## src/rtl/reg_snapshot_streamer.sv

```systemverilog
// Register-file and PC snapshot streamer for end-of-run state dumps.
// One-cycle capture on trigger, then (index, data) beats over valid/ready.
module reg_snapshot_streamer #(
    parameter  int DATA_W   = 16,
    parameter  int NUM_REGS = 15,
    parameter  int PC_SHIFT = 2,
    localparam int IDX_W    = $clog2(NUM_REGS + 1)
) (
    input  logic                       i_clk,
    input  logic                       i_reset,
    input  logic                       i_trigger,
    input  logic                       i_skip_zero,
    input  logic [NUM_REGS*DATA_W-1:0] i_reg_flat,
    input  logic [DATA_W-1:0]          i_pc,
    output logic                       o_out_valid,
    input  logic                       i_out_ready,
    output logic [IDX_W-1:0]           o_out_idx,
    output logic [DATA_W-1:0]          o_out_data,
    output logic                       o_out_last,
    output logic                       o_busy,
    output logic                       o_done,
    output logic [7:0]                 o_drop_cnt
);

    typedef enum logic [1:0] {
        S_IDLE,
        S_SEND,
        S_DONE
    } state_t;

    localparam logic [IDX_W-1:0] PC_IDX = IDX_W'(NUM_REGS);

    state_t             r_state;
    state_t             w_state_nxt;
    logic [IDX_W-1:0]   r_ptr;
    logic [IDX_W-1:0]   w_ptr_nxt;
    logic [DATA_W-1:0]  r_snap [NUM_REGS+1];
    logic               r_mode;
    logic [7:0]         r_drop_cnt;
    logic               w_capture;
    logic               w_skip;
    logic               w_drop;
    logic [DATA_W-1:0]  w_cur;

    assign w_cur      = r_snap[r_ptr];
    assign w_drop     = i_trigger && (r_state != S_IDLE);
    assign o_drop_cnt = r_drop_cnt;

    always_ff @(posedge i_clk or negedge i_reset) begin
        if (!i_reset) begin
            r_state <= S_IDLE;
            r_ptr   <= '0;
        end else begin
            r_state <= w_state_nxt;
            r_ptr   <= w_ptr_nxt;
        end
    end

    // Outputs are pure decodes of the frozen snapshot and pointer, so a
    // presented beat cannot change until the pointer moves on handshake.
    always_comb begin
        w_state_nxt = r_state;
        w_ptr_nxt   = r_ptr;
        w_capture   = 1'b0;
        w_skip      = 1'b0;
        o_out_valid = 1'b0;
        o_out_idx   = '0;
        o_out_data  = '0;
        o_out_last  = 1'b0;
        o_busy      = 1'b0;
        o_done      = 1'b0;
        unique case (r_state)
            S_IDLE: begin
                if (i_trigger) begin
                    w_capture   = 1'b1;
                    w_ptr_nxt   = '0;
                    w_state_nxt = S_SEND;
                end
            end
            S_SEND: begin
                o_busy = 1'b1;
                w_skip = r_mode && (r_ptr != PC_IDX) && (w_cur == '0);
                if (w_skip) begin
                    w_ptr_nxt = r_ptr + 1'b1;
                end else begin
                    o_out_valid = 1'b1;
                    o_out_idx   = r_ptr;
                    o_out_data  = w_cur;
                    o_out_last  = (r_ptr == PC_IDX);
                    if (i_out_ready) begin
                        if (r_ptr == PC_IDX) begin
                            w_state_nxt = S_DONE;
                        end else begin
                            w_ptr_nxt = r_ptr + 1'b1;
                        end
                    end
                end
            end
            S_DONE: begin
                o_busy      = 1'b1;
                o_done      = 1'b1;
                w_state_nxt = S_IDLE;
            end
            default: begin
                w_state_nxt = S_IDLE;
            end
        endcase
    end

    always_ff @(posedge i_clk or negedge i_reset) begin
        if (!i_reset) begin
            for (int i = 0; i <= NUM_REGS; i++) begin
                r_snap[i] <= '0;
            end
            r_mode <= 1'b0;
        end else if (w_capture) begin
            for (int i = 0; i < NUM_REGS; i++) begin
                r_snap[i] <= i_reg_flat[i*DATA_W +: DATA_W];
            end
            r_snap[NUM_REGS] <= i_pc >> PC_SHIFT;
            r_mode           <= i_skip_zero;
        end
    end

    always_ff @(posedge i_clk or negedge i_reset) begin
        if (!i_reset) begin
            r_drop_cnt <= 8'd0;
        end else if (w_drop && (r_drop_cnt != 8'hFF)) begin
            r_drop_cnt <= r_drop_cnt + 8'd1;
        end
    end

endmodule

```

## config.mk

```make
export PLATFORM = sky130hd
export DESIGN_NAME = reg_snapshot_streamer
export DESIGN_NICKNAME = d
export VERILOG_FILES = /design/src/rtl/reg_snapshot_streamer.sv
export SDC_FILE = /design/constraint.sdc
export NUM_CORES = 1
export LEC_CHECK = 0
export ABC_AREA = 1
export ABC_CLOCK_PERIOD_IN_PS = 2600
export BUFFER_PORTS_ARGS = -buffer_cell sky130_fd_sc_hd__buf_4
export CORE_ASPECT_RATIO = 2
export CORE_MARGIN = 4
export CORE_UTILIZATION = 50
export CTS_CLUSTER_SIZE = 24
export DETAILED_ROUTE_END_ITERATION = 6
export PLACE_DENSITY_LB_ADDON = 0.2
export SLEW_MARGIN = 20
export SYNTH_ARGS = -nofsm -noshare
export SYNTH_HDL_FRONTEND = slang
export SYNTH_SLANG_ARGS = --single-unit
export TNS_END_PERCENT = 5
```

## constraint.sdc

```tcl
create_clock -name i_clk -period 2.6 [get_ports i_clk]
set_clock_uncertainty 0.1 [all_clocks]
set_input_delay 0.78 -clock i_clk [delete_from_list [all_inputs] [get_ports i_clk]]
set_output_delay 0.78 -clock i_clk [all_outputs]
set_load 0.005 [all_outputs]
```

# Word level (Yosys, flattened, before mapping)
# Cells that the tools add are included.
dict set report totals {
  regBits 269
  inputBits 261
}
dict set report classes {
  n_addsub 2
  n_lt_le_gt_ge 1
  eq_ne 11
  muxes 25
  bitwise_logic 1
  reduce_logical 11
}
# op n
set ops {}
lappend ops {{16-bit binary-select mux with 4-bit select} 1}
lappend ops {{16-bit 2-to-1 mux} 4}
lappend ops {{4-bit 2-to-1 mux} 6}
lappend ops {{16-bit zero test} 1}
lappend ops {{8-bit by 1-bit adder with 8-bit output (second input constant)} 1}
lappend ops {{1-bit 2-to-1 mux} 8}
lappend ops {{2-bit 2-to-1 mux} 4}
lappend ops {{2-bit inequality test (second input constant)} 4}
lappend ops {{8-bit inequality test (second input constant)} 1}
lappend ops {{4-bit one-hot mux with 2 select lines} 1}
lappend ops {{4-bit AND reduction} 2}
lappend ops {{3-bit inequality test (second input constant)} 2}
lappend ops {{5-bit greater-or-equal comparator (second input constant)} 1}
lappend ops {{4-bit inverter with 5-bit output} 1}
lappend ops {{4-bit by 1-bit adder with 4-bit output (second input constant)} 1}
lappend ops {{4-bit == test (second input constant)} 1}
lappend ops {{1-bit logical AND} 4}
lappend ops {{4-bit inequality test (second input constant)} 1}
lappend ops {{2-bit one-hot mux with 2 select lines} 1}
lappend ops {{2-bit nonzero test} 2}
lappend ops {{2-bit by 1-bit == test with 1-bit output (second input constant)} 1}
lappend ops {{2-bit == test (second input constant)} 1}
lappend ops {{2-bit zero test} 1}
lappend ops {{2-bit OR reduction} 1}

# Longest topological paths before layout
dict set report logic_depth {
  ltp_word 8
  mapped_depth 17
  ltp_nobuf 15
}

# Least setup slack after synthesis
# OpenSTA, ideal clock, no wires.
dict set report synth_timing {
  path_type {register to output}
  from {reg r_ptr[0]}
  to {out o_out_idx[0]}
  arrival_time_ns 1.650
  required_ns 1.720
  path_slack_ns 0.070
  stages_incl_launch_ff 16
  n_path_buf 3
  cell_sequence {dfrtp_1 buf_4 buf_6 buf_2 nand2_1 nand3_1 nand2_1 nand2_1 nand2_1 nand2_1 nor2_1 nand2_1 nor2_1 nand3_1 nand2_1 nor2_1}
}
dict set report synth_between {
  elab_chain_len 8
  word_cells_on_any_way 10
  cone_classes {eq/ne: 1; mux: 5; bitwise: 1; reduce/logical: 3}
}
# element line_no
set synth_lines {}
lappend synth_lines {{from (decl)} 35} ;# logic [IDX_W-1:0] r_ptr;
lappend synth_lines {{from (signal assigned)} 55} ;# r_ptr <= w_ptr_nxt;
lappend synth_lines {{4-bit inverter with 5-bit output (not written as such)} 45} ;# assign w_cur = r_snap[r_ptr];
lappend synth_lines {{16-bit binary-select mux with 4-bit select} 45}
lappend synth_lines {{16-bit 2-to-1 mux (not written as such) (2 in series)} 45}
lappend synth_lines {{16-bit zero test} 82} ;# w_skip = r_mode && (r_ptr != PC_IDX) && (w_cur == '0);
lappend synth_lines {{1-bit logical AND} 82}
lappend synth_lines {{4-bit 2-to-1 mux *} 83} ;# if (w_skip) begin
lappend synth_lines {{4-bit 2-to-1 mux *} 72} ;# unique case (r_state)
lappend synth_lines {{to (decl)} 17} ;# output logic [IDX_W-1:0] o_out_idx,
# Mark *: on every way between the ends. The rest lies on a longest branch, timed or not. The select of a mux whose other input is x is not followed.

# Worst setup path after layout
dict set report layout_timing {
  from {reg r_ptr[0]}
  to {out o_out_idx[2]}
}
dict set report layout_between {
  elab_chain_len 8
  word_cells_on_any_way 10
  cone_classes {eq/ne: 1; mux: 5; bitwise: 1; reduce/logical: 3}
}
# element line_no
set layout_lines {}
lappend layout_lines {{4-bit inverter with 5-bit output (not written as such)} 45}
lappend layout_lines {{16-bit binary-select mux with 4-bit select} 45}
lappend layout_lines {{16-bit 2-to-1 mux (not written as such) (2 in series)} 45}
lappend layout_lines {{16-bit zero test} 82}
lappend layout_lines {{1-bit logical AND *} 82}
lappend layout_lines {{4-bit 2-to-1 mux *} 83}
lappend layout_lines {{4-bit 2-to-1 mux *} 72}
# Marks and branches as above.

==> qor.yml <==
status: "finished with violations"
violations: "negative setup slack"
cp-start-kind: "flip-flop"
critPathKind: "flip-flop to output pin"
synth_fp_nets: 2078
yosysWarnings: 0
dr_total_vias: 12588
fin_util: 0.666
use_met3: 0.0302
synth_seq_area_share: 0.519
crit_path_end_kind: "output pin"
setup-tns-final_ps: -15580
postCtsSetupBuffers: 0
clockBufferDepth: 3
ys_types: 25
avgRoutedWirePerCell_um: 17.6
grt_pass1_wl_um: 67200
avgSynthCellArea_sq_um: 7.16
core_area_sq_um: 25700
gp_congestion: 0.942
antenna_found_initial: 2
hp-class: "input pin to async pin"
drive_gt1_frac: 0.223
finalCriticalPeriod_ps: 3600
grt_max_degree: 128
initial_utilization: 0.506
maxCapViolations: 0
max-vdd-ir-drop_mv: 0.662
ys_ff_latch: 269
remaining_drc_errors: 0
design_area_sq_um: 17100
finalWirelength_um: 43600
grt_overflow: 0
layout.nets: 2386
use_met2: 0.552
place_area_sq_um: 16100
die_area_sq_um: 28800
cts_made_buffers: 25
antenna_left: 0
power_density_nw_per_um2: 1100
track_usage: 0.304
die-height_um: 236
relSlewSlack: 0.598
clk_pin_slew_ps: 70
core.rowCount: 83
crit_arrival_ps: 2720
die_x_um: 122
drt-vias-per-instance: 5.08
fin_crit_sh: 1.38
io_pins: 293
setup_ws_ps: -1000
syn-cell-area_sq_um: 13000
cp.required_ps: 1720
grt_util_met1: 0.346
slew_viol_final: 0
cts-root-buf: "clkbuf_16"
crit_fanout: 17
hold_viol: 0
htree_levels: 1
finalSetupViolCount: 22
busiest_layer: "met2"
tritoncts: "done"
clock.fmax_mhz: 278
cts_sinks: 269
p_leak_nw: 9.46
clk_latency_ps: 540
rsz0062_at_grt: "yes"
firstDrtPassIters: 5
io_buffers: 290
grt_pass1_vias: 12676
worst_pin_slew_ps: 603
syn_inst: 1812
drt_iter0_drc: 937
dpl.hpwl_um: 32600
syn_to_final_growth_pct: 31.7
holdBufCountCts: 0
fill_cells: 2315
==> synthesized netlist by cell type <==
cell	n	area, sq um
a21oi_1	21	105
buf_1	7	26.3
buf_2	24	120
buf_4	5	37.5
buf_6	6	67.6
clkbuf_1	63	236
clkinv_1	1	3.75
dfrtp_1	269	6730
ha_1	5	62.6
inv_1	38	143
inv_2	4	15.0
mux2_2	1	11.3
nand2_1	1135	4260
nand2_2	2	12.5
nand3_1	133	666
nand3b_1	9	67.6
nand4_1	2	12.5
nor2_1	56	210
nor2_4	1	11.3
nor3_1	2	10.0
o211ai_1	2	15.0
o21ai_0	18	90.1
or2_2	1	6.26
xnor2_1	2	17.5
xor2_1	5	43.8
==> worst max-delay path, stage by stage (launching register included) <==
cell,delay [ps]
dfrtp_4,510
inv_8,80
buf_12,160
buf_4,150
nand2_1,60
nand3_1,60
nand2_1,110
nand2_1,110
nand3b_1,140
nand2_1,80
nor3_2,200
nand3_2,170
nand2_2,140
nor2_1,50
buf_4,140
==> timing repair <==
item / 4_1_cts / 5_1_grt
setup endpoints to repair: 26 / 26
cloned: 1 / 0
resized for setup: 26 / 21
hold endpoints to repair: 0 / 0
pin swaps: 9 / 8
==> sequential cells by signal, summed over array words and instances, names as in the netlist <==
signal and count:
o_drop_cnt 8, r_mode 1, r_ptr 4, r_snap 254
r_state 2
==> layout by cell type, fill, tap and decap left out, drive strengths merged, types with 2 or more instances in the layout <==
master	netlist	final
clkinvlp	0	2
inv	42	43
nor3	2	2
ha	5	5
nand3	133	133
o211ai	2	2
xnor2	2	2
nand2	1137	1137
dfrtp	269	269
a21oi	21	21
clkinv	1	5
o21ai	18	18
nand3b	9	9
clkbuf	63	36
diode	0	2
nand4	2	2
nor2	57	57
buf	42	385
xor2	5	5
==> cell type report <==
| cell class | count | area [sq um] | area share |
|---|---|---|---|
| inverters | 43 | 176 | 0.0103 |
| clock buffers | 36 | 717 | 0.0419 |
| diodes | 2 | 5.00 | 0.000293 |
| flip-flops and latches | 269 | 6740 | 0.394 |
| well taps | 340 | 425 | 0.0249 |
| multi-input cells | 1395 | 5740 | 0.336 |
| repair buffers | 386 | 3220 | 0.188 |
| clock inverters | 8 | 73.8 | 0.00432 |
==> final timing paths <==
kind / end / start / slack (ps) / cells after the start
worst min-delay path: o_drop_cnt[3] / i_reset / 90 / 1
worst min register to register: r_snap[88] / r_snap[88] / 380 / 2
worst max-delay path: o_out_idx[2] / r_ptr[0] / -1000 / 14
min in group i_clk: r_snap[116] / i_reg_flat[132] / 330 / 3
max in group asynchronous: r_ptr[1] / i_reset / 1600 / 2
worst max register to register: r_ptr[2] / r_ptr[0] / 10 / 16
==> routing by layer <==
metal	vias to the layer above	wire, um	part of all wire
li1	6133	-	-
met1	5904	15700	0.36
met2	443	23300	0.53
met3	108	2040	0.047
met4	0	2530	0.058
met5	-	0	0
==> power by group <==
group / switching, mW / total (mW) / internal, mW
clock network: 1.59 / 3.61 / 2.02
registers: 1.20 / 7.36 / 6.16
logic: 4.66 / 7.80 / 3.14
total: 7.45 / 18.8 / 11.3
==> through the flow <==
step                setup slack [ps]  std cells  hold slack [ps]  total power [mW]
global placement                -627       2432              357              14.7
floorplan                       70.0       1812              341              11.6
CTS                            -1020       2477             90.2              18.7
detailed placement              -611       2432              361              14.9
finish                         -1000       2479             85.6              18.8
global route                   -1120       2479              107              20.2
==> cells by family (layout without fill, tap and decap cells) <==
| group | Yosys count | count (layout) | share of synthesized area |
|---|---|---|---|
| AOI/OAI and AO/OA | 41 | 41 | 0.0162 |
| and+or+nand+nor | 1341 | 1341 | 0.405 |
| other | 0 | 2 | 0 |
| buffers and inverters | 148 | 473 | 0.0500 |
| DFF | 269 | 269 | 0.519 |
| adders and majority gates | 5 | 5 | 0.00482 |
| muxes | 1 | 1 | 0.000867 |
| xor gates and xnor gates | 7 | 7 | 0.00472 |
(Power assumes the default switching activity.)
